### src/rtl/frame_sequencer_pkg.sv
// Shared audio definitions for the frame sequencer: step type, default divider,
// step constants and the step-to-strobe decode.
package frame_sequencer_pkg;

  typedef logic [2:0] frame_step_t;

  localparam int FS_DIV_DEFAULT = 32768;

  localparam frame_step_t STEP_SWEEP_A = 3'd2;
  localparam frame_step_t STEP_SWEEP_B = 3'd6;
  localparam frame_step_t STEP_ENV     = 3'd7;

  typedef struct packed {
    logic length;
    logic sweep;
    logic envelope;
  } frame_strobes_t;

  // Even steps clock the length counters; sweep rides on two of them.
  function automatic frame_strobes_t decodeStep(input frame_step_t step);
    frame_strobes_t strobes;
    strobes.length   = ~step[0];
    strobes.sweep    = (step == STEP_SWEEP_A) || (step == STEP_SWEEP_B);
    strobes.envelope = (step == STEP_ENV);
    return strobes;
  endfunction

endpackage

### src/rtl/frame_sequencer_prescaler.sv
// Free-running 0..DIV-1 prescaler; wrap pulses on the last count while enabled.
// Dropping enable clears the count so power-on always starts from zero.
module frame_prescaler #(
  parameter int DIV = 32768
) (
  input  logic clock,
  input  logic reset,
  input  logic enable,
  output logic wrap
);

  localparam int CW = (DIV > 1) ? $clog2(DIV) : 1;
  localparam logic [CW-1:0] LAST = CW'(DIV - 1);
  localparam logic [CW-1:0] ONE  = CW'(1);

  logic [CW-1:0] r_divCnt;
  logic          w_atLast;

  assign w_atLast = (r_divCnt == LAST);
  assign wrap     = enable && w_atLast;

  always_ff @(posedge clock) begin
    if (reset) begin
      r_divCnt <= '0;
    end else if (!enable) begin
      r_divCnt <= '0;
    end else if (w_atLast) begin
      r_divCnt <= '0;
    end else begin
      r_divCnt <= r_divCnt + ONE;
    end
  end

endmodule

### src/rtl/frame_sequencer.sv
// APU frame sequencer: divides the system clock into an 8-step frame and emits
// length, sweep and envelope strobes, plus the NR52 readback register.
module frame_sequencer
  import frame_sequencer_pkg::*;
#(
  parameter int DIV = FS_DIV_DEFAULT
) (
  input  logic        clock,
  input  logic        reset,
  input  logic [7:0]  NR52,
  input  logic [3:0]  ch_active,
  output logic        length_tick,
  output logic        sweep_tick,
  output logic        envelope_tick,
  output logic [2:0]  frame_step,
  output logic [7:0]  nr52_status
);

  logic           w_enable;
  logic           w_wrap;
  logic           w_unusedNr52Bits;
  frame_strobes_t w_decoded;

  frame_step_t    r_step;
  frame_strobes_t r_strobes;
  logic [7:0]     r_status;

  assign w_enable         = NR52[7];
  assign w_unusedNr52Bits = ^NR52[6:0];
  assign w_decoded        = decodeStep(r_step);

  frame_prescaler #(
    .DIV(DIV)
  ) u_prescaler (
    .clock (clock),
    .reset (reset),
    .enable(w_enable),
    .wrap  (w_wrap)
  );

  // Strobes decode the step before it advances, so they and frame_step move together.
  always_ff @(posedge clock) begin
    if (reset) begin
      r_step    <= '0;
      r_strobes <= '0;
      r_status  <= 8'h00;
    end else begin
      r_status <= {w_enable, 3'b000, ch_active & {4{w_enable}}};
      if (!w_enable) begin
        r_step    <= '0;
        r_strobes <= '0;
      end else if (w_wrap) begin
        r_step    <= frame_step_t'(r_step + 3'd1);
        r_strobes <= w_decoded;
      end else begin
        r_strobes <= '0;
      end
    end
  end

  assign length_tick   = r_strobes.length;
  assign sweep_tick    = r_strobes.sweep;
  assign envelope_tick = r_strobes.envelope;
  assign frame_step    = r_step;
  assign nr52_status   = r_status;

endmodule

### config.mk
export PLATFORM = sky130hd
export DESIGN_NAME = frame_sequencer
export DESIGN_NICKNAME = d
export VERILOG_FILES = /design/src/rtl/frame_sequencer_pkg.sv /design/src/rtl/frame_sequencer_prescaler.sv /design/src/rtl/frame_sequencer.sv
export SDC_FILE = /design/constraint.sdc
export NUM_CORES = 1
export LEC_CHECK = 0
export ABC_AREA = 1
export ABC_CLOCK_PERIOD_IN_PS = 2100
export BUFFER_PORTS_ARGS = -buffer_cell sky130_fd_sc_hd__buf_2
export CORE_MARGIN = 2
export CORE_UTILIZATION = 40
export DETAILED_ROUTE_END_ITERATION = 12
export PLACE_DENSITY = 0.62
export SYNTH_ARGS = -nofsm -noshare
export SYNTH_HDL_FRONTEND = slang
export SYNTH_SLANG_ARGS = --single-unit
### constraint.sdc
create_clock -name clock -period 2.1 [get_ports clock]
set_input_delay 0.21 -clock clock [delete_from_list [all_inputs] [get_ports clock]]
set_output_delay 0.21 -clock clock [all_outputs]
set_load 0.02 [all_outputs]
=== Yosys cells after proc, flatten, opt, wreduce, memory -nomap -nowiden ===
Index checks and enable logic that the tools add are counted.

* Bits in registers: 29
* Input bits: 14
* Output and inout port bits: 14
* Logic and storage cells: 22

* Add/subtract/negate cells: 2
* Equality and inequality tests: 4
* Bitwise logic cells: 4
* Reductions and logical operators: 5

{| class="wikitable"
|+ Operator list
! operator !! number
|-
| $add A15 B1 Y15 const B || 1
|-
| $eq A15 B15 Y1 const B || 1
|-
| $eq A3 B3 Y1 const B || 2
|-
| $reduce_or A3 Y1 || 2
|-
| $and A4 B4 Y4 || 1
|-
| $add A3 B1 Y3 const B || 1
|-
| $eq A3 B2 Y1 const B || 1
|-
| $not A1 Y1 || 3
|-
| $reduce_or A2 Y1 || 1
|-
| $logic_and A1 B1 Y1 || 1
|-
| $logic_or A1 B1 Y1 || 1
|}

=== Longest topological paths before layout ===
* Depth in word-level cells: 4
* Depth in mapped cells: 10
* Depth with buffers taken out: 10

=== Cells and area by module ===
From an unflattened synthesis, not the netlist that was laid out.

* Cells, all modules: 163
* Area total of the unflattened synthesis: 1234.9 µm²

{| class="wikitable"
|+ Modules (own cells, without submodules)
! module !! times used !! cells each !! area each (µm²) !! seq. area each (µm²)
|-
| frame_prescaler || 1 || 115 || 834.6 || 300.3
|-
| frame_sequencer || 1 || 48 || 400.4 || 220.2
|}

=== Worst setup path after synthesis ===
Ideal clock, no wire load.

* Path kind: reg-to-reg
* From: register u_prescaler.r_divCnt[0]
* To: register u_prescaler.r_divCnt[5]
* Setup time: 0.115 ns
* Arrival time: 1.140 ns
* Required time: 1.985 ns
* Slack: 0.846 ns
* Stages on the path, launching flop included: 10
* Path buffers: 1
* Period minus slack after synthesis: 1.254 ns
* Cells stage by stage: dfxtp_1 -> ha_1 -> nand2_1 -> nor2_4 -> nand2_4 -> inv_2 -> nand2_1 -> nand2_2 -> buf_6 -> nor2_1

* Longest elaborated chain between the ends: 2
* Elaborated cells on any way between the ends: 3
* Classes of those cells: 1 x add/sub; 1 x eq/ne; 1 x reduce/logical

{| class="wikitable"
|+ Ends and longest elaborated chain
! item !! RTL line !! source
|-
| start, declared || frame_sequencer_prescaler.sv:16 || <nowiki>logic [CW-1:0] r_divCnt;</nowiki>
|-
| start signal, assigned || frame_sequencer_prescaler.sv:30 || <nowiki>r_divCnt <= r_divCnt + ONE;</nowiki>
|-
| parallel branches: the longest is 2 deep, another holds $add A15 B1 Y15 || n/a ||
|}

Several ways; the timed one is not identified.
A chain may end at the register's enable or synchronous reset.

=== Worst setup path in the final report ===
* From: register u_prescaler.r_divCnt[0]
* To: register r_step[1], in the netlist frame_step[1]

* Longest elaborated chain between the ends: 2

{| class="wikitable"
|+ Ends and longest elaborated chain
! item !! RTL line !! source
|-
| $eq A15 B15 Y1 || frame_sequencer_prescaler.sv:19 || <nowiki>assign w_atLast = (r_divCnt == LAST);</nowiki>
|-
| $logic_and A1 B1 Y1 || frame_sequencer_prescaler.sv:20 || <nowiki>assign wrap = enable && w_atLast;</nowiki>
|-
| end signal, assigned || frame_sequencer.sv:53 || <nowiki>r_step <= frame_step_t'(r_step + 3'd1);</nowiki>
|-
| end, declared || frame_sequencer.sv:24 || <nowiki>frame_step_t r_step;</nowiki>
|}

No other way between the ends.

==> impl_metrics.tcl <==
set metrics [dict create \
    cts.root.buffer_cell "clkbuf_4" \
    synth_top_area_share_pct 43.4 \
    seq_power_share_pct 56.7 \
    fin_util_pct 48.1 \
    numCtsBuffers 3 \
    fillers 294 \
    setup-violations-final 0 \
    yosysTopAreaCell "dfxtp_1" \
    yosys_warnings 0 \
    die_area_um2 3450 \
    synth_cell_types 27 \
    r2r_end "frame_step[1]$_SDFFE_PP0P_" \
    wl_per_cell_um 9.40 \
    combPwrFrac_pct 4.8 \
    drc_errors 1 \
    swShare_pct 20.2 \
    post_cts.repair.setup_buffers 0 \
    post-synth-top-count-cell "nand2_1" \
    place_area_um2 1300 \
    final-max-slew-violation-count 0 \
    synthCells 158 \
    dr.pass1.iters 8 \
    end_kind "flop" \
    period_needed_ps 1490 \
    start_kind "flop" \
    status "finished, violations left" \
    min_path_cells 3 \
    worstSkewPairLatency_ps 320 \
    timing.final.crit_share_pct 70.8 \
    core_um2 2810 \
    via_per_inst 4.52 \
    critPathMaxFanout 12 \
    antenna_found_initial 0 \
    hold_class "input port to flop" \
    crit_slowest_cell "dfxtp_1" \
    grt_util_all_layers_pct 13.1 \
    grt_pass1_wl_um 3450 \
    cts_max_path_buffers 2 \
    synth.top_cells.by_count "nand2_1, dfxtp_1, nor2_1" \
    p_per_area_nw_per_um2 655 \
    avgSynthCellArea_um2 7.59 \
    setup_slack_ps 612 \
    worst-setup-path-type "flop to flop" \
    cap_violations 0 \
    hold_start "ch_active[1]" \
    regArea_um2 520 \
    vias 940 \
    path_cells "ha_1 > nand2_1 > nor2_4 > nand2_4 > inv_2 > nand2_1 > nand2_2 > nand2_1 > nand2_1 > inv_1" \
    ant_nets 0 \
    hold_viol_final 0 \
    row_count 19 \
    cts_hold_buf 0 \
    slowest_delay_ps 380 \
    violations "DRC" \
    htreeDepth 1 \
    die_w_um 58.7 \
    rrSetupSlack_ps 610 \
    fp.dieH_um 58.7 \
    multi_input_area_um2 562 \
    drtIter0Drc 20 \
    grt_pass1_vias 848 \
    ir_drop_v 0.000382 \
    required_ps 2340 \
    setup_tns_ps 0 \
    dp.cells 204 \
    min_to "nr52_status[1]$_SDFF_PP0_" \
    rsz0062_at_grt "no" \
    syn_area_um2 1200 \
    syn2layout_area_growth_pct 12.5 \
    skew_ps 2.86 \
    met3_usage_pct 4.40 \
    drive_gt1_share_pct 22.6 \
    synth-edff-count 0 \
    async_flop_share_pct 0 \
    power.clock.fraction_pct 38.5 \
    diodes 0 \
    grt_max_degree 16 \
    postCtsResizedCells 0 \
    hpwlAfterDp_um 1550 \
    start_util_pct 42.7 \
    fin_cells 208 \
    routabilityCongestion 0.766 \
    p_leak_nw 0.644 \
    synth-seq-cells 26 \
    place_ws_ps 608 \
    postLayoutCellArea_um2 1350 \
    synth_flop_cell "dfxtp_1" \
    cts_tree "done" \
    busiest_layer "met2" \
    arrival_ps 1730 \
    fin_nets 196 \
    internal_power_w 0.000705 \
    crit_top_cell "nand2_1" \
    pin_count 28 \
    use_met2_pct 22.2 \
    fmax_mhz 672 \
    grt-ovfl-total 0 \
    cts.clk_slew.worst_paths_ps 140 \
    ys_seq_area_share_pct 43.4 \
    power.switching_w 0.000179 \
    portBuffers 17 \
    synth.area.top_cells "dfxtp_1, nand2_1, nor2_1" \
    cts.sinks 26 \
    drt-total-wl_um 1960 \
    crit-reg2reg-launch "u_prescaler.r_divCnt[0]$_SDFF_PP0_" \
    worst_r2r_path_depth 10 \
    globalRouteMet1Util_pct 15.4 \
]
==> power by group through the flow <==
stage	Combinational, W	Sequential [W]	Clock, W
2_1_floorplan	0.0000272	0.000517	0
3_3_place_gp	0.0000421	0.000512	0
3_5_place_dp	0.0000431	0.000512	0
4_1_cts	0.0000432	0.000501	0.000353
5_1_grt	0.0000477	0.000502	0.000371
6_report	0.0000420	0.000501	0.000340
==> cell usage in the layout (no fill, tap or decap), drive strengths merged, types with 3 or more instances in the layout <==
cell and instances:
inv 24, nand2 42, clkbuf 3, xnor2 3, buf 17, conb 3, nor2 31, or2 3
ha 4, dfxtp 26, nand3 9
==> how the worst max path moves through the flow <==
stage | startpoint | endpoint | slack (ps) | depth (start not counted)
global route | u_prescaler.r_divCnt[0]$_SDFF_PP0_ | frame_step[1]$_SDFFE_PP0P_ | 470 | 10
CTS | u_prescaler.r_divCnt[0]$_SDFF_PP0_ | frame_step[1]$_SDFFE_PP0P_ | 590 | 10
global placement | u_prescaler.r_divCnt[0]$_SDFF_PP0_ | frame_step[1]$_SDFFE_PP0P_ | 620 | 10
finish | u_prescaler.r_divCnt[0]$_SDFF_PP0_ | frame_step[1]$_SDFFE_PP0P_ | 610 | 10
floorplan | u_prescaler.r_divCnt[0]$_SDFF_PP0_ | u_prescaler.r_divCnt[5]$_SDFF_PP0_ | 850 | 9
detailed placement | u_prescaler.r_divCnt[0]$_SDFF_PP0_ | frame_step[1]$_SDFFE_PP0P_ | 610 | 10
==> area by class of cell <==
cell class                      count  share of cell area [%]
Inverter                           24                    6.68
Clock inverter                      1                    2.23
Multi-Input combinational cell    106                    41.7
Tap cell                           31                    2.88
Clock buffer                        3                    1.67
Sequential cell                    26                    38.6
Timing Repair Buffer               17                    6.31
==> critical path: cells and delay by family (launching register included) <==
kind                       cells  cell delay, ps
and+or+nand+nor                7             760
DFF                            1             380
adders and majority gates      1             170
buffers and inverters          2             100
==> routing by layer <==
layer | up-vias | routed length, µm
li1 | 507 | -
met1 | 407 | 886
met2 | 22 | 940
met3 | 4 | 95
met4 | 0 | 34
met5 | - | 0
==> state kept, by name (all words and copies together) (netlist names) <==
register,cells
length_tick,1
nr52_status,5
u_prescaler.r_divCnt,15
frame_step,3
envelope_tick,1
sweep_tick,1
==> logic make-up after synthesis <==
group / count (synthesis) / share of synthesized area, %
xor gates and xnor gates: 4 / 2.92
adders and majority gates: 4 / 4.18
buffers and inverters: 28 / 10.3
and+or+nand+nor: 91 / 37.2
AOI/OAI and AO/OA: 4 / 1.67
other: 1 / 0.313
DFF: 26 / 43.4
==> per-stage QoR <==
stage,total power [W],hold slack (ps)
2_1_floorplan,0.000545,282
3_5_place_dp,0.000555,442
4_1_cts,0.000898,81.1
5_1_grt,0.000921,73.9
6_report,0.000884,93.8
3_3_place_gp,0.000554,424
Note: power is estimated with default switching activity, not from simulation.
